**src/rtl/mc_controller_pkg.sv**
```systemverilog
`default_nettype none
// ============================================================================
//  Module   : mc_controller_pkg
//  Purpose  : Shared encodings for the multi-cycle MIPS-subset control path:
//             opcode/funct values, ALU op codes, FSM state codes, datapath
//             mux-select codes and the ALU-op class used by alu_op_decoder.
//  Ports    : none (package)
//  Revision : 1.0 - initial release
// ============================================================================
package mc_controller_pkg;

  // Instruction opcodes (IR[31:26])
  localparam logic [5:0] OP_RTYPE = 6'b000000;
  localparam logic [5:0] OP_LW    = 6'b100011;
  localparam logic [5:0] OP_SW    = 6'b101011;
  localparam logic [5:0] OP_ADDI  = 6'b001000;
  localparam logic [5:0] OP_SLTI  = 6'b001010;
  localparam logic [5:0] OP_ANDI  = 6'b001100;
  localparam logic [5:0] OP_ORI   = 6'b001101;
  localparam logic [5:0] OP_BEQ   = 6'b000100;
  localparam logic [5:0] OP_J     = 6'b000010;
  localparam logic [5:0] OP_JAL   = 6'b000011;

  // R-type function codes (IR[5:0])
  localparam logic [5:0] FN_ADD = 6'b100000;
  localparam logic [5:0] FN_SUB = 6'b100010;
  localparam logic [5:0] FN_AND = 6'b100100;
  localparam logic [5:0] FN_OR  = 6'b100101;
  localparam logic [5:0] FN_SLT = 6'b101010;
  localparam logic [5:0] FN_SLL = 6'b000000;
  localparam logic [5:0] FN_JR  = 6'b001000;

  // ALU operation codes
  localparam logic [2:0] ALU_ADD = 3'b000;
  localparam logic [2:0] ALU_SUB = 3'b001;
  localparam logic [2:0] ALU_AND = 3'b010;
  localparam logic [2:0] ALU_OR  = 3'b011;
  localparam logic [2:0] ALU_SLT = 3'b101;
  localparam logic [2:0] ALU_SLL = 3'b110;

  // FSM state encodings; codes 14 and 15 are unused and recover to FETCH
  localparam logic [3:0] S_FETCH    = 4'd0;
  localparam logic [3:0] S_DECODE   = 4'd1;
  localparam logic [3:0] S_MEM_ADDR = 4'd2;
  localparam logic [3:0] S_MEM_RD   = 4'd3;
  localparam logic [3:0] S_LW_WB    = 4'd4;
  localparam logic [3:0] S_MEM_WR   = 4'd5;
  localparam logic [3:0] S_EXEC_R   = 4'd6;
  localparam logic [3:0] S_R_WB     = 4'd7;
  localparam logic [3:0] S_EXEC_I   = 4'd8;
  localparam logic [3:0] S_I_WB     = 4'd9;
  localparam logic [3:0] S_BRANCH   = 4'd10;
  localparam logic [3:0] S_JUMP     = 4'd11;
  localparam logic [3:0] S_JAL      = 4'd12;
  localparam logic [3:0] S_JR       = 4'd13;

  // PC source select
  localparam logic [1:0] PC_SRC_ALU    = 2'b00;
  localparam logic [1:0] PC_SRC_ALUOUT = 2'b01;
  localparam logic [1:0] PC_SRC_JUMP   = 2'b10;
  localparam logic [1:0] PC_SRC_AREG   = 2'b11;

  // Register-file destination select
  localparam logic [1:0] REG_DST_RT = 2'b00;
  localparam logic [1:0] REG_DST_RD = 2'b01;
  localparam logic [1:0] REG_DST_RA = 2'b10;

  // Register-file write-data select
  localparam logic [1:0] M2R_ALUOUT = 2'b00;
  localparam logic [1:0] M2R_MDR    = 2'b01;
  localparam logic [1:0] M2R_PC     = 2'b10;

  // ALU operand A select
  localparam logic [1:0] SRC_A_PC   = 2'b00;
  localparam logic [1:0] SRC_A_AREG = 2'b01;
  localparam logic [1:0] SRC_A_BREG = 2'b10;

  // ALU operand B select
  localparam logic [2:0] SRC_B_BREG   = 3'b000;
  localparam logic [2:0] SRC_B_FOUR   = 3'b001;
  localparam logic [2:0] SRC_B_IMM    = 3'b010;
  localparam logic [2:0] SRC_B_IMM_S2 = 3'b011;
  localparam logic [2:0] SRC_B_SHAMT  = 3'b100;

  // How the ALU op is chosen for the current step
  typedef enum logic [1:0] {
    CLS_ADD   = 2'b00,
    CLS_SUB   = 2'b01,
    CLS_FUNCT = 2'b10,
    CLS_IMM   = 2'b11
  } aluop_class_e;

  // True for the R-type functions executed through EXEC_R (jr excluded)
  function automatic logic is_exec_r_funct(input logic [5:0] fn);
    return (fn == FN_ADD) || (fn == FN_SUB) || (fn == FN_AND) ||
           (fn == FN_OR)  || (fn == FN_SLT) || (fn == FN_SLL);
  endfunction

endpackage : mc_controller_pkg
`default_nettype wire

```
**src/rtl/mc_controller_if.sv**
```systemverilog
`default_nettype none
// ============================================================================
//  Module   : mc_controller_if
//  Purpose  : Bundle of instruction-field inputs and datapath control outputs
//             between the control FSM and the datapath.
//  Ports    : none; modport master = controller side, slave = datapath side.
//             opcode[5:0], funct[5:0], zero       datapath -> controller
//             alu_op[2:0], pc_en, pc_src[1:0], iord, mem_read, mem_write,
//             ir_write, reg_write, reg_dst[1:0], mem_to_reg[1:0],
//             alu_src_a[1:0], alu_src_b[2:0], ext_zero, instr_done, illegal
//                                                 controller -> datapath
//  Revision : 1.0 - initial release
// ============================================================================
interface mc_controller_if;
  logic [5:0] opcode;
  logic [5:0] funct;
  logic       zero;

  logic [2:0] alu_op;
  logic       pc_en;
  logic [1:0] pc_src;
  logic       iord;
  logic       mem_read;
  logic       mem_write;
  logic       ir_write;
  logic       reg_write;
  logic [1:0] reg_dst;
  logic [1:0] mem_to_reg;
  logic [1:0] alu_src_a;
  logic [2:0] alu_src_b;
  logic       ext_zero;
  logic       instr_done;
  logic       illegal;

  modport master (
    input  opcode, funct, zero,
    output alu_op, pc_en, pc_src, iord, mem_read, mem_write, ir_write,
           reg_write, reg_dst, mem_to_reg, alu_src_a, alu_src_b, ext_zero,
           instr_done, illegal
  );

  modport slave (
    output opcode, funct, zero,
    input  alu_op, pc_en, pc_src, iord, mem_read, mem_write, ir_write,
           reg_write, reg_dst, mem_to_reg, alu_src_a, alu_src_b, ext_zero,
           instr_done, illegal
  );
endinterface : mc_controller_if
`default_nettype wire

```
**src/rtl/mc_controller_alu_op_decoder.sv**
```systemverilog
`default_nettype none
// ============================================================================
//  Module   : alu_op_decoder
//  Purpose  : Combinational ALU-op selection. The FSM supplies a class
//             (fixed add, fixed sub, from funct, from I-type opcode) and this
//             block resolves it to the 3-bit ALU op.
//  Ports    : i_class[1:0]  ALU-op class
//             i_opcode[5:0] IR[31:26]
//             i_funct[5:0]  IR[5:0]
//             o_alu_op[2:0] ALU operation
//  Revision : 1.0 - initial release
// ============================================================================
module alu_op_decoder
  import mc_controller_pkg::*;
(
  input  aluop_class_e i_class,
  input  logic [5:0]   i_opcode,
  input  logic [5:0]   i_funct,
  output logic [2:0]   o_alu_op
);

  always_comb begin
    o_alu_op = ALU_ADD;
    case (i_class)
      CLS_ADD: o_alu_op = ALU_ADD;
      CLS_SUB: o_alu_op = ALU_SUB;
      CLS_FUNCT: begin
        case (i_funct)
          FN_ADD:  o_alu_op = ALU_ADD;
          FN_SUB:  o_alu_op = ALU_SUB;
          FN_AND:  o_alu_op = ALU_AND;
          FN_OR:   o_alu_op = ALU_OR;
          FN_SLT:  o_alu_op = ALU_SLT;
          FN_SLL:  o_alu_op = ALU_SLL;
          default: o_alu_op = ALU_ADD;
        endcase
      end
      CLS_IMM: begin
        case (i_opcode)
          OP_ADDI: o_alu_op = ALU_ADD;
          OP_SLTI: o_alu_op = ALU_SLT;
          OP_ANDI: o_alu_op = ALU_AND;
          OP_ORI:  o_alu_op = ALU_OR;
          default: o_alu_op = ALU_ADD;
        endcase
      end
      default: o_alu_op = ALU_ADD;
    endcase
  end

endmodule : alu_op_decoder
`default_nettype wire

```
**src/rtl/mc_controller.sv**
```systemverilog
`default_nettype none
// ============================================================================
//  Module   : mc_controller
//  Purpose  : Multi-cycle control FSM for the 32-bit MIPS-subset datapath.
//             Decodes opcode/funct, steps the datapath one state per cycle,
//             drives the ALU op, uses the ALU zero flag for beq, and pulses
//             instr_done in the last state of every instruction.
//  Ports    : clk   rising-edge clock
//             rst   asynchronous active-high reset
//             ctrl  mc_controller_if.master (instruction fields in,
//                   datapath controls out)
//  Revision : 1.0 - initial release
// ============================================================================
module mc_controller
  import mc_controller_pkg::*;
(
  input  wire logic     clk,
  input  wire logic     rst,
  mc_controller_if.master ctrl
);

  logic [3:0]   r_state;
  logic [3:0]   w_next_state;
  logic         w_decode_illegal;

  aluop_class_e w_alu_class;
  logic [2:0]   w_alu_op;
  logic         w_pc_write;
  logic [1:0]   w_pc_src;
  logic         w_iord;
  logic         w_mem_read;
  logic         w_mem_write;
  logic         w_ir_write;
  logic         w_reg_write;
  logic [1:0]   w_reg_dst;
  logic [1:0]   w_mem_to_reg;
  logic [1:0]   w_src_a;
  logic [2:0]   w_src_b;
  logic         w_ext_zero;
  logic         w_done;
  logic         w_is_sll;

  // --------------------------------------------------------------------------
  // State register
  // --------------------------------------------------------------------------
  always_ff @(posedge clk or posedge rst) begin
    if (rst) begin
      r_state <= S_FETCH;
    end else begin
      r_state <= w_next_state;
    end
  end

  // --------------------------------------------------------------------------
  // Next-state logic. Terminal states and unused codes all return to FETCH.
  // --------------------------------------------------------------------------
  always_comb begin
    w_next_state     = S_FETCH;
    w_decode_illegal = 1'b0;
    case (r_state)
      S_FETCH: w_next_state = S_DECODE;
      S_DECODE: begin
        case (ctrl.opcode)
          OP_RTYPE: begin
            if (ctrl.funct == FN_JR) begin
              w_next_state = S_JR;
            end else if (is_exec_r_funct(ctrl.funct)) begin
              w_next_state = S_EXEC_R;
            end else begin
              w_decode_illegal = 1'b1;
            end
          end
          OP_LW, OP_SW:                      w_next_state = S_MEM_ADDR;
          OP_ADDI, OP_SLTI, OP_ANDI, OP_ORI: w_next_state = S_EXEC_I;
          OP_BEQ:                            w_next_state = S_BRANCH;
          OP_J:                              w_next_state = S_JUMP;
          OP_JAL:                            w_next_state = S_JAL;
          default:                           w_decode_illegal = 1'b1;
        endcase
      end
      // IR is stable for the whole instruction, so the opcode still
      // distinguishes lw from sw here.
      S_MEM_ADDR: w_next_state = (ctrl.opcode == OP_LW) ? S_MEM_RD : S_MEM_WR;
      S_MEM_RD:   w_next_state = S_LW_WB;
      S_EXEC_R:   w_next_state = S_R_WB;
      S_EXEC_I:   w_next_state = S_I_WB;
      default:    w_next_state = S_FETCH;
    endcase
  end

  // --------------------------------------------------------------------------
  // Moore output decode (EXEC_R / EXEC_I additionally look at funct/opcode)
  // --------------------------------------------------------------------------
  assign w_is_sll = (ctrl.funct == FN_SLL);

  always_comb begin
    w_alu_class  = CLS_ADD;
    w_pc_write   = 1'b0;
    w_pc_src     = PC_SRC_ALU;
    w_iord       = 1'b0;
    w_mem_read   = 1'b0;
    w_mem_write  = 1'b0;
    w_ir_write   = 1'b0;
    w_reg_write  = 1'b0;
    w_reg_dst    = REG_DST_RT;
    w_mem_to_reg = M2R_ALUOUT;
    w_src_a      = SRC_A_PC;
    w_src_b      = SRC_B_BREG;
    w_ext_zero   = 1'b0;
    w_done       = 1'b0;
    case (r_state)
      S_FETCH: begin
        w_mem_read = 1'b1;
        w_ir_write = 1'b1;
        w_src_a    = SRC_A_PC;
        w_src_b    = SRC_B_FOUR;
        w_pc_src   = PC_SRC_ALU;
        w_pc_write = 1'b1;
      end
      S_DECODE: begin
        // Speculative branch target into ALUOut
        w_src_a = SRC_A_PC;
        w_src_b = SRC_B_IMM_S2;
      end
      S_MEM_ADDR: begin
        w_src_a = SRC_A_AREG;
        w_src_b = SRC_B_IMM;
      end
      S_MEM_RD: begin
        w_iord     = 1'b1;
        w_mem_read = 1'b1;
      end
      S_LW_WB: begin
        w_reg_dst    = REG_DST_RT;
        w_mem_to_reg = M2R_MDR;
        w_reg_write  = 1'b1;
        w_done       = 1'b1;
      end
      S_MEM_WR: begin
        w_iord      = 1'b1;
        w_mem_write = 1'b1;
        w_done      = 1'b1;
      end
      S_EXEC_R: begin
        // sll shifts rt (B reg) by shamt instead of combining A and B
        w_alu_class = CLS_FUNCT;
        w_src_a     = w_is_sll ? SRC_A_BREG  : SRC_A_AREG;
        w_src_b     = w_is_sll ? SRC_B_SHAMT : SRC_B_BREG;
      end
      S_R_WB: begin
        w_reg_dst    = REG_DST_RD;
        w_mem_to_reg = M2R_ALUOUT;
        w_reg_write  = 1'b1;
        w_done       = 1'b1;
      end
      S_EXEC_I: begin
        w_alu_class = CLS_IMM;
        w_src_a     = SRC_A_AREG;
        w_src_b     = SRC_B_IMM;
        w_ext_zero  = (ctrl.opcode == OP_ANDI) || (ctrl.opcode == OP_ORI);
      end
      S_I_WB: begin
        w_reg_dst    = REG_DST_RT;
        w_mem_to_reg = M2R_ALUOUT;
        w_reg_write  = 1'b1;
        w_done       = 1'b1;
      end
      S_BRANCH: begin
        w_alu_class = CLS_SUB;
        w_src_a     = SRC_A_AREG;
        w_src_b     = SRC_B_BREG;
        w_pc_src    = PC_SRC_ALUOUT;
        w_done      = 1'b1;
      end
      S_JUMP: begin
        w_pc_src   = PC_SRC_JUMP;
        w_pc_write = 1'b1;
        w_done     = 1'b1;
      end
      S_JAL: begin
        // PC already holds PC+4 from FETCH, which is the link value
        w_pc_src     = PC_SRC_JUMP;
        w_pc_write   = 1'b1;
        w_reg_dst    = REG_DST_RA;
        w_mem_to_reg = M2R_PC;
        w_reg_write  = 1'b1;
        w_done       = 1'b1;
      end
      S_JR: begin
        w_pc_src   = PC_SRC_AREG;
        w_pc_write = 1'b1;
        w_done     = 1'b1;
      end
      default: begin
        w_alu_class = CLS_ADD;
      end
    endcase
  end

  alu_op_decoder u_alu_op_decoder (
    .i_class  (w_alu_class),
    .i_opcode (ctrl.opcode),
    .i_funct  (ctrl.funct),
    .o_alu_op (w_alu_op)
  );

  // --------------------------------------------------------------------------
  // Output drive. Everything is held low while rst is high so that an
  // abandoned instruction cannot write the register file, memory or PC.
  // --------------------------------------------------------------------------
  assign ctrl.alu_op     = rst ? 3'b000 : w_alu_op;
  assign ctrl.pc_en      = ~rst & (w_pc_write | ((r_state == S_BRANCH) & ctrl.zero));
  assign ctrl.pc_src     = rst ? 2'b00 : w_pc_src;
  assign ctrl.iord       = ~rst & w_iord;
  assign ctrl.mem_read   = ~rst & w_mem_read;
  assign ctrl.mem_write  = ~rst & w_mem_write;
  assign ctrl.ir_write   = ~rst & w_ir_write;
  assign ctrl.reg_write  = ~rst & w_reg_write;
  assign ctrl.reg_dst    = rst ? 2'b00 : w_reg_dst;
  assign ctrl.mem_to_reg = rst ? 2'b00 : w_mem_to_reg;
  assign ctrl.alu_src_a  = rst ? 2'b00 : w_src_a;
  assign ctrl.alu_src_b  = rst ? 3'b000 : w_src_b;
  assign ctrl.ext_zero   = ~rst & w_ext_zero;
  assign ctrl.instr_done = ~rst & w_done;
  assign ctrl.illegal    = ~rst & w_decode_illegal;

endmodule : mc_controller
`default_nettype wire
```
**src/flat_wrapper.sv**
```systemverilog
// flat-port wrapper written by rule: the top's interface ports become plain ports
module mc_controller_flat import mc_controller_pkg::*;
  (clk, rst, ctrl_opcode, ctrl_funct, ctrl_zero, ctrl_alu_op, ctrl_pc_en, ctrl_pc_src, ctrl_iord, ctrl_mem_read, ctrl_mem_write, ctrl_ir_write, ctrl_reg_write, ctrl_reg_dst, ctrl_mem_to_reg, ctrl_alu_src_a, ctrl_alu_src_b, ctrl_ext_zero, ctrl_instr_done, ctrl_illegal);
  mc_controller_if ctrl_i ();
  input  wire logic clk;
  input  wire logic rst;
  input wire logic [$bits(ctrl_i.opcode)-1:0] ctrl_opcode;
  input wire logic [$bits(ctrl_i.funct)-1:0] ctrl_funct;
  input wire logic [$bits(ctrl_i.zero)-1:0] ctrl_zero;
  output wire logic [$bits(ctrl_i.alu_op)-1:0] ctrl_alu_op;
  output wire logic [$bits(ctrl_i.pc_en)-1:0] ctrl_pc_en;
  output wire logic [$bits(ctrl_i.pc_src)-1:0] ctrl_pc_src;
  output wire logic [$bits(ctrl_i.iord)-1:0] ctrl_iord;
  output wire logic [$bits(ctrl_i.mem_read)-1:0] ctrl_mem_read;
  output wire logic [$bits(ctrl_i.mem_write)-1:0] ctrl_mem_write;
  output wire logic [$bits(ctrl_i.ir_write)-1:0] ctrl_ir_write;
  output wire logic [$bits(ctrl_i.reg_write)-1:0] ctrl_reg_write;
  output wire logic [$bits(ctrl_i.reg_dst)-1:0] ctrl_reg_dst;
  output wire logic [$bits(ctrl_i.mem_to_reg)-1:0] ctrl_mem_to_reg;
  output wire logic [$bits(ctrl_i.alu_src_a)-1:0] ctrl_alu_src_a;
  output wire logic [$bits(ctrl_i.alu_src_b)-1:0] ctrl_alu_src_b;
  output wire logic [$bits(ctrl_i.ext_zero)-1:0] ctrl_ext_zero;
  output wire logic [$bits(ctrl_i.instr_done)-1:0] ctrl_instr_done;
  output wire logic [$bits(ctrl_i.illegal)-1:0] ctrl_illegal;
  assign ctrl_i.opcode = ctrl_opcode;
  assign ctrl_i.funct = ctrl_funct;
  assign ctrl_i.zero = ctrl_zero;
  assign ctrl_alu_op = ctrl_i.alu_op;
  assign ctrl_pc_en = ctrl_i.pc_en;
  assign ctrl_pc_src = ctrl_i.pc_src;
  assign ctrl_iord = ctrl_i.iord;
  assign ctrl_mem_read = ctrl_i.mem_read;
  assign ctrl_mem_write = ctrl_i.mem_write;
  assign ctrl_ir_write = ctrl_i.ir_write;
  assign ctrl_reg_write = ctrl_i.reg_write;
  assign ctrl_reg_dst = ctrl_i.reg_dst;
  assign ctrl_mem_to_reg = ctrl_i.mem_to_reg;
  assign ctrl_alu_src_a = ctrl_i.alu_src_a;
  assign ctrl_alu_src_b = ctrl_i.alu_src_b;
  assign ctrl_ext_zero = ctrl_i.ext_zero;
  assign ctrl_instr_done = ctrl_i.instr_done;
  assign ctrl_illegal = ctrl_i.illegal;
  mc_controller u_core (.clk(clk), .rst(rst), .ctrl(ctrl_i));
endmodule
```
**config.mk**
```make
export PLATFORM = sky130hd
export DESIGN_NAME = mc_controller_flat
export DESIGN_NICKNAME = d
export VERILOG_FILES = /design/src/rtl/mc_controller_pkg.sv /design/src/rtl/mc_controller_if.sv /design/src/rtl/mc_controller_alu_op_decoder.sv /design/src/rtl/mc_controller.sv /design/src/flat_wrapper.sv
export SDC_FILE = /design/constraint.sdc
export NUM_CORES = 1
export LEC_CHECK = 0
export ABC_AREA = 1
export CAP_MARGIN = 10
export CORE_ASPECT_RATIO = 0.7
export CORE_UTILIZATION = 40
export DETAILED_ROUTE_END_ITERATION = 10
export GPL_TIMING_DRIVEN = 0
export PLACE_DENSITY = 0.78
export SLEW_MARGIN = 20
export SYNTH_ARGS = -nofsm -noshare
export SYNTH_HDL_FRONTEND = slang
export SYNTH_SLANG_ARGS = --single-unit
export TNS_END_PERCENT = 30
```
**constraint.sdc**
```tcl
create_clock -name clk -period 1.49 [get_ports clk]
set_input_delay 0.2235 -clock clk [delete_from_list [all_inputs] [get_ports clk]]
set_output_delay 0.2235 -clock clk [all_outputs]
set_load 0.005 [all_outputs]
```
# Word-level counts from Yosys, hierarchy flattened
# Index checks and enable logic that the tools add are counted.
dict set report word_totals {
  reg_bits 4
  latch_bits 0
  ramBits 0
  rom_bits 0
  input_bits 15
  output_inout_bits 23
  elab_cells 99
  memories 0
}
dict set report op_classes {
  add_sub_neg 0
  n_mul 0
  div_mod_pow 0
  n_lt_le_gt_ge 0
  n_eq_ne 31
  shift 0
  mux 34
  n_bitwise 12
  n_reduce_logical 21
}
# cell n
set op_table {}
lappend op_table {{case mux 4 bit (6 select lines)} 2}
lappend op_table {{equality test 6 bit, second input constant} 7}
lappend op_table {{equality test 6 x 4 -> 1 bit, second input constant} 5}
lappend op_table {{equality test 4 bit, second input constant} 6}
lappend op_table {{case mux 3 bit (4 select lines)} 2}
lappend op_table {{equality test 4 x 3 -> 1 bit, second input constant} 4}
lappend op_table {{2-to-1 mux 3 bit} 5}
lappend op_table {{case mux 3 bit (5 select lines)} 1}
lappend op_table {{equality test 6 x 2 -> 1 bit, second input constant} 2}
lappend op_table {{logical NOT 6 bit} 2}
lappend op_table {{case mux 2 bit (2 select lines)} 3}
lappend op_table {{case mux 2 bit (3 select lines)} 2}
lappend op_table {{OR reduction 4 bit} 3}
lappend op_table {{2-to-1 mux 1 bit} 11}
lappend op_table {{AND 1 bit} 10}
lappend op_table {{2-to-1 mux 2 bit} 5}
lappend op_table {{OR reduction 2 bit} 5}
lappend op_table {{case mux 3 bit (3 select lines)} 1}
lappend op_table {{OR reduction 9 bit} 1}
lappend op_table {{equality test 4 x 2 -> 1 bit, second input constant} 2}
lappend op_table {{OR reduction 8 bit} 1}
lappend op_table {{equality test 6 x 3 -> 1 bit, second input constant} 1}
lappend op_table {{logical OR 1 bit} 6}
lappend op_table {{equality test 2 bit, second input constant} 2}
lappend op_table {{other kinds (9)} 9}

# Longest topological paths before layout
# Gate-level depths: netlist of run 1.
dict set report depth {
  depth_word 11
  depth_mapped 10
}

# By module
# Synthesis of run 1 repeated with hierarchy kept, for this count alone.
dict set report unflattened {
  cells_unflattened 191
  hier_area_um2 914.6
}
# module instances cells_per_inst area_per_inst_um2 seq_area_each_um2
set by_module_without_submodules {}
lappend by_module_without_submodules {mc_controller 1 145 700.7 100.1}
lappend by_module_without_submodules {alu_op_decoder 1 46 214.0 0.0}

# Worst setup path before layout of run 1
# No wires, ideal clock.
dict set report synth_path {
  path_kind {register -> output}
  start {register u_core.r_state[0]}
  end {output ctrl_alu_src_b[2]}
  arrival_time_ns 1.220
  path_slack_ns 0.046
  stages_incl_launch_ff 7
  cell_sequence {dfrtp_1 -> inv_2 -> nand2_4 -> nor2_8 -> inv_4 -> nor3_1 -> buf_4}
}
dict set report synth_between {
  elab_chain_cells 4
}
# item line
set synth_rtl {}
lappend synth_rtl {{start, declared} mc_controller.sv:22} ;# logic [3:0] r_state;
lappend synth_rtl {{start signal, assigned} mc_controller.sv:50} ;# r_state <= w_next_state;
lappend synth_rtl {{equality test 4 x 2 -> 1 bit / equality test 4 bit (equally long branches)} mc_controller.sv:111} ;# case (r_state)
lappend synth_rtl {{OR reduction 2 bit (no line)} -}
lappend synth_rtl {{case mux 3 bit (4 select lines) *} mc_controller.sv:111}
lappend synth_rtl {{2-to-1 mux 3 bit *} mc_controller.sv:222} ;# assign ctrl.alu_src_b = rst ? 3'b000 : w_src_b;
lappend synth_rtl {{end, declared} flat_wrapper.sv:21} ;# output wire logic [$bits(ctrl_i.alu_src_b)-1:0] ctrl_alu_src_b;
# Every way passes the cells marked *; elsewhere a longest branch is shown, timed or not.

# Worst setup path in the final report of run 1
dict set report layout_path {
  start {register u_core.r_state[0]}
  end {output ctrl_alu_op[1]}
}
dict set report layout_between {
  elab_chain_cells 5
}
# item line
set layout_rtl {}
lappend layout_rtl {{equality test 4 bit / equality test 4 x 3 -> 1 bit (equally long branches)} mc_controller.sv:111}
lappend layout_rtl {{case mux 2 bit (3 select lines) *} mc_controller.sv:111}
lappend layout_rtl {{equality test 2 bit, or another cell as far along} mc_controller_alu_op_decoder.sv:24} ;# case (i_class)
lappend layout_rtl {{case mux 3 bit (4 select lines) *} mc_controller_alu_op_decoder.sv:24}
lappend layout_rtl {{2-to-1 mux 3 bit *} mc_controller.sv:211} ;# assign ctrl.alu_op = rst ? 3'b000 : w_alu_op;
lappend layout_rtl {{end, declared} flat_wrapper.sv:10} ;# output wire logic [$bits(ctrl_i.alu_op)-1:0] ctrl_alu_op;
# Marked as above.

==> run_results.csv, run 1 <==
group,metric,value,unit
synthesis,yosys.area_share.simple,57.61,%
final_layout,design_area,0.001538,mm^2
setup_path,arrival,1.65,ns
clock_network,cts.htree.levels,1,
sta,clock_skew,0.001500,ns
global_route,antenna_found_initial,0,
global_route,grt_max_degree,11,
sta,fin_crit,1.870,ns
outcome,violations,"design-rule violations, negative setup slack",
setup_path,crit_fanout,5,
routing,ant_nets,0,
place,io_buffers,36,
synthesis,synthAdderAreaFrac,0,%
die,row_count,13,
synthesis,synth_seq_cells,4,
synthesis,synth_xor_xnor_area_share,0,%
place,dpl-instance-area,0.001226,mm^2
global_route,gr-max-usage-layer,"met2",
setup_path,crit_path_end_kind,"primary output",
synthesis,synth_top_area_share,13.43,%
routing,vias_per_cell,5.935,
clock_network,clock_latency,0.23,ns
final_layout,area_growth,83.43,%
global_route,grt_pass1_wl,5140,um
synthesis,syn_avg_cell_area,5.340,um^2
clock_network,cts_tree,"done",
outcome,outcome,"finished with violations",
die,fp.dieW,56.72,um
global_route,grt_util_met3,5.161,%
sta,worst_pin_slew,0.5695,ns
die,die_area,0.002286,mm^2
sta,finalWorstSetupSlack,-0.3800,ns
routing,drtPass1Iterations,9,
final_layout,fin_cells,246,
global_route,first_global_vias,1167,
die,fp.dieH,40.30,um
routing,drc,6,
clock_network,clk_pin_slew_worst_paths,0.04,ns
place,detailedPlace.worstSlack,-0.7836,ns
synthesis,synthCells,157,
power,p_leak,0.0008408,uW
final_layout,regMostFlops,"u_core.r_state",
global_route,grt_overflow,0,
synthesis,synth.largest_area_cell,"nand2_1",
place,place_inst,215,
power,power.density,831.5,mW/mm^2
synthesis,ys_seq_area_share,11.94,%
clock_network,clockBufferDepth,2,
sta,relSlewSlack,62.03,%
die,fp.coreArea,0.001919,mm^2
die,initial_core_util,43.68,%
synthesis,ys_types,26,
final_layout,largest_reg_flops,4,
run,drv_cap,0,
synthesis,synth_area_leaders,"nand2_1 13%, nor2_1 13%, dfrtp_1 12%",
synthesis,synth_nets,172,
power,peakVddDrop,0.6794,mV
sta,rsz0062_at_grt,"yes",
global_route,met1_usage,37.43,%
final_layout,drive_gt1_share,49.55,%
synthesis,synth_compound_area_share,13.88,%
clock_network,clock-sinks,4,
clock_network,numCtsBuffers,3,
setup_path,critPathLaunchType,"flop",
hold_path,hold_class,"input pin to async pin",
synthesis,ys.warnings.count,0,
final_layout,n_fill_cell,125,
routing,drt_iter0_drc,167,
clock_network,cts-root-buf,"clkbuf_4",
global_route,use_met2,53.87,%
setup_path,cp_data_required_time,1.27,ns
synthesis,synth.mux.area_fraction,0,%
final_layout,finalNetCount,241,
global_route,track_usage,30.21,%
clock_network,cts_hold_buf,0,
routing,wl_per_cell,17.46,um
synthesis,synth_top_family_by_area,"simple AND/OR/NAND/NOR gates",
routing,vias,1460,
sta,setup_violations,25,
sta,fmax,0.5348,GHz
sta,timing.final.crit_share,125.5,%
setup_path,crit_type,"flop to primary output",
place,hpwl,2088,um
final_layout,reg.largest.list,"u_core.r_state x4",
place,place_congestion,0.8562,
synthesis,netlist_area,838.3,um^2
routing,drt-total-wl,4294,um
sta,final_max_slew_viol_count,0,
sta,finalHoldViolCount,0,
final_layout,diodes,0,
die,ios,38,
[worst paths after layout]
| path | start | endpoint | slack [ns] | depth (start not counted) |
|---|---|---|---|---|
| setup / recovery | u_core.r_state[0] | ctrl_alu_op[1] | -0.38 | 8 |
| hold / removal | rst | u_core.r_state[2] | 0.05 | 2 |
| setup reg to reg | u_core.r_state[1] | u_core.r_state[0] | -0.12 | 8 |
| hold reg to reg | u_core.r_state[1] | u_core.r_state[0] | 0.80 | 3 |
| max in group asynchronous | rst | u_core.r_state[1] | 1.25 | 2 |
| min in group clk | ctrl_opcode[5] | u_core.r_state[2] | 0.68 | 6 |
[Yosys cell counts (all sizes together)]
library cell / instances
buf: 3
a21oi: 9
nand3b: 3
nand2: 33
o21ai: 8
a31oi: 2
nor2: 38
o21a: 1
inv: 30
nor3: 6
or2: 1
nand3: 13
clkbuf: 1
nand4: 5
dfrtp: 4
[stage by stage]
step	setup TNS, ns	hold WS [ns]	utilization [%]	power, uW
after floorplan	0	0.1827	-	501.9
after global placement	-8.682	0.2320	63.89	743.1
after detailed placement	-9.283	0.2349	63.89	768.2
after CTS	-2.838	0.01985	74.64	1043
after global routing	-6.818	0.05500	80.12	1339
final	-5.194	0.05423	80.12	1279
[worst max-delay path, cell delays in order (launching register included)]
cell and delay (ns):
dfrtp_2 0.48, inv_4 0.11, nand2_8 0.06, nor2_8 0.13
buf_6 0.13, buf_4 0.11, o21ai_2 0.06, a21oi_1 0.18
buf_2 0.16
[metal layers]
layer,wire (um),share of wire [%],vias up
met5,0,0,-
met4,285,6.6,0
met3,513,12,43
met2,1905,44,147
met1,1589,37,635
li1,-,-,635
[cell families after synthesis]
logic type / after synthesis
compound gates: 20
buf+inv: 34
flops: 4
simple gates: 99
[report_power, final]
part           internal, uW  switching [uW]
Combinational           387             561
Sequential              138            64.2
Clock                  89.7            38.4
[area by class of cell]
class / count / area, um^2 / area share [%]
clock buffers: 3 / 22.52 / 1.465
inverters: 30 / 122.6 / 7.974
plain buffers: 4 / 23.77 / 1.546
well taps: 22 / 27.53 / 1.790
repair buffers: 64 / 480.5 / 31.25
flip-flops and latches: 4 / 103.9 / 6.754
multi-input cells: 119 / 757.0 / 49.23
[cells in the final DEF, fill, tap and decap left out, types with 2 or more instances in the layout]
cell,n
o21ai_1,3
o21ai_0,3
buf_2,20
inv_1,16
inv_2,10
buf_6,7
buf_4,25
dlygate4sd2_1,13
a31oi_1,2
clkbuf_4,3
dfrtp_2,3
a21oi_2,2
nor3_4,3
o21ai_2,2
nor2_1,19
nand2_2,5
nor3_2,2
nand2_4,2
nor2_4,9
nor2_2,9
inv_4,4
a21oi_1,6
nand2_1,25
nand3b_1,3
nand3_2,2
nand4_1,5
nand3_1,11
[repair_timing]
item                       4_1_cts  5_1_grt
pin swaps                       27       14
gates resized for setup        123       29
setup endpoints to repair       23       24
buffers inserted                22        6
Note: power is estimated with default switching activity, not from simulation.
==> inputs of run 2 (changes only) <==
--- a/config.mk
+++ b/config.mk
@@ -11,9 +11,10 @@
 export CORE_UTILIZATION = 40
 export DETAILED_ROUTE_END_ITERATION = 10
 export GPL_TIMING_DRIVEN = 0
-export PLACE_DENSITY = 0.78
+export PLACE_DENSITY = 0.76
 export SLEW_MARGIN = 20
 export SYNTH_ARGS = -nofsm -noshare
 export SYNTH_HDL_FRONTEND = slang
+export SYNTH_HIERARCHICAL = 1
 export SYNTH_SLANG_ARGS = --single-unit
 export TNS_END_PERCENT = 30
==> constraint.sdc (replaced) <==
create_clock -name clk -period 1.84 [get_ports clk]
set_input_delay 0.276 -clock clk [delete_from_list [all_inputs] [get_ports clk]]
set_output_delay 0.276 -clock clk [all_outputs]
set_load 0.005 [all_outputs]
==> run 2 against run 1 <==
The run ends with negative setup slack left. Global-route usage fell by 2.5 points. Sequential power fell by 33%. Core utilization fell by 7.8 points. Via count fell by 1.8%. Final cell count rose by 15%. Wire length fell by 17%. Largest cell class unchanged. Die area rose by 8.7%. Non-clock buffer count fell by 9. Clock skew rose by 0.0028 ns. Critical endpoint is now ctrl_ext_zero. Power fell by 29%.
==> run_results.csv, run 2 <==
group,metric,value,unit
outcome,outcome,"finished with violations",
outcome,violations,"negative setup slack",
routing,vias,1433,
sta,finalHoldViolCount,0,
sta,fmax,0.5010,GHz
routing,drtPass1Iterations,4,
clock_network,numCtsBuffers,3,
synthesis,ys_seq_area_share,10.94,%
power,total_power,912.2,uW
place,place_congestion,0.9084,
synthesis,ys_top_cells_by_count,"52 x nand2_1, 45 x nor2_1, 28 x inv_1",
die,die_area,0.002485,mm^2
clock_network,cts_tree,"done",
sta,clock_skew,0.004315,ns
synthesis,ys_types,20,
sta,setup-tns-final,-0.8989,ns
power,swShare,46.88,%
synthesis,ys.flop_type,"dfrtp_1",
final_layout,finalNetCount,267,
setup_path,critPathLaunchType,"flop",
power,pwr-share-clk,11.8,%
routing,drt-total-wl,3567,um
clock_network,cts-root-buf,"clkbuf_4",
sta,setup_violations,10,
setup_path,crit_type,"flop to primary output",
synthesis,synth.largest_area_cell,"nand2_1",
routing,vias_per_cell,5.082,
final_layout,final_cell_mix,"44 x nand2_1, 38 x nor2_1, 27 x inv_1",
die,fp.dieH,42.01,um
synthesis,synthCells,191,
global_route,grt_max_degree,11,
sta,rsz0062_at_grt,"yes",
routing,drc,0,
setup_path,cp_data_required_time,1.56,ns
place,io_buffers,36,
routing,wl_per_cell,12.65,um
synthesis,synth-edff-count,0,
die,fp.coreArea,0.002155,mm^2
power,peakVddDrop,0.5462,mV
final_layout,largest_reg_flops,4,
sta,finalWorstSetupSlack,-0.1561,ns
die,ios,38,
power,p_leak,0.0009626,uW
final_layout,regMostFlops,"u_core/r_state",
power,pwr-share-seq,15.0,%
sta,timing.final.crit_share,108.5,%
setup_path,regToRegEndpoint,"u_core/r_state[2]",
synthesis,synth_nets,206,
clock_network,clockBufferDepth,2,
sta,fin_crit,1.996,ns
final_layout,drive_gt1_share,32.40,%
global_route,grt_overflow,0,
power,p_comb_share,73.3,%
routing,drt_iter0_drc,96,
synthesis,synthArstFlopShare,100.0,%
final_layout,area_growth,70.45,%
clock_network,clk_pin_slew_worst_paths,0.04,ns
synthesis,netlist_area,914.6,um^2
sta,worst_pin_slew,0.4726,ns
setup_path,rrSetupSlack,0.52,ns
hold_path,hold_class,"input pin to async pin",
power,p_int,484.5,uW
setup_path,r2r-start,"u_core/r_state[0]",
setup_path,r2r_cells,8,
final_layout,n_fill_cell,191,
global_route,track_usage,27.68,%
setup_path,arrival,1.72,ns
final_layout,final_common_cell,"nand2_1",
die,fp.dieW,59.16,um
place,hpwl,2328,um
power,p_switching,427.7,uW
setup_path,crit_path_end_kind,"primary output",
global_route,first_global_vias,1243,
routing,ant_nets,0,
sta,relSlewSlack,68.49,%
synthesis,post-synth-top-count-cell,"nand2_1",
global_route,antenna_found_initial,0,
die,row_count,14,
synthesis,synth_top_area_share,21.34,%
clock_network,cts_hold_buf,0,
final_layout,diodes,0,
sta,holdWs,0.1730,ns
final_layout,reg.largest.list,"u_core/r_state x4",
synthesis,syn_avg_cell_area,4.789,um^2
die,initial_core_util,42.45,%
run,drv_cap,0,
sta,final_max_slew_viol_count,0,
final_layout,utilization,72.36,%
synthesis,ys.warnings.count,6,
global_route,grt_pass1_wl,5306,um
synthesis,synth_area_leaders,"nand2_1 21%, nor2_1 18%, inv_1 11%",
setup_path,crit_fanout,3,
power,power.density,585.1,mW/mm^2
clock_network,clock_latency,0.23,ns
synthesis,synth_seq_cells,4,
clock_network,clock-sinks,4,
place,detailedPlace.worstSlack,-0.5079,ns
clock_network,cts.htree.levels,1,
[run 2: cell types whose count changed in the layout (fill, tap and decap cells not counted), sizes merged, moves of 4 or more]
cell	delta
nand2	+22
inv	+7
dlygate4sd2	+9
clkbuf	+5
buf	-25
nor2	+16
a21oi	-4
[run 2: power groups by stage]
stage | sequential [uW] | combinational [uW] | clock (uW)
after floorplan | 134 | 253 | 0
after global placement | 140 | 432 | 0
after detailed placement | 140 | 441 | 0
after CTS | 137 | 580 | 114
after global routing | 136 | 714 | 126
final | 136 | 668 | 107
[run 2: metal layers]
| layer | up-vias | track usage [%] | share of wire [%] |
|---|---|---|---|
| met4 | 0 | 8.095 | 2.8 |
| li1 | 703 | - | - |
| met1 | 629 | 37.86 | 45 |
| met5 | - | 0 | 0 |
| met2 | 86 | 44.55 | 44 |
| met3 | 15 | 4.630 | 8.1 |
[run 2: worst max path at each step]
stage | end | slack (ns) | cells past startpoint | from
after global placement | ctrl_alu_op[2] | -0.46 | 11 | u_core/r_state[2]
after floorplan | ctrl_alu_op[2] | 0.20 | 10 | u_core/r_state[2]
after global routing | ctrl_alu_op[2] | -0.29 | 12 | u_core/r_state[2]
after detailed placement | ctrl_alu_src_b[2] | -0.51 | 6 | ctrl_funct[1]
after CTS | ctrl_alu_src_b[1] | -0.22 | 8 | u_core/r_state[1]
final | ctrl_ext_zero | -0.16 | 6 | u_core/r_state[2]
[run 2: through the flow]
step | cell area [um^2] | std cells
after detailed placement | 1315 | 259
after CTS | 1493 | 273
final | 1559 | 282
after global routing | 1559 | 282
after global placement | 1315 | 259
after floorplan | 914.6 | 191
[run 2: logic make-up (layout without fill, tap and decap cells)]
logic type	count (synthesis)	count (layout)	share of synthesized area [%]
buffers and inverters	40	99	16.83
DFF	4	4	10.94
AOI/OAI and AO/OA	13	13	8.207
and+or+nand+nor	134	134	64.02
[run 2: area by class of cell]
class,instances,area [um^2],area share (%)
sequential,4,103.9,6.661
tap,32,40.04,2.568
buffer,3,15.01,0.9631
multi-input combinational,147,784.5,50.32
clock buffer,3,22.52,1.445
timing repair buffer,56,449.2,28.81
inverter,37,143.9,9.230
[run 2: critical path, cell delays in order (launching register included)]
cell and delay, ns:
dfrtp_2 0.43, inv_4 0.10, nand2_4 0.08, inv_4 0.09, nand2_4 0.06, nor3_1 0.20
clkdlybuf4s50_1 0.54
[run 2: repair_timing]
item,CTS,global route
setup buffers,11,9
hold endpoints to repair,0,0
setup endpoints to repair,23,18
pin swaps,14,9
gates resized for setup,85,16
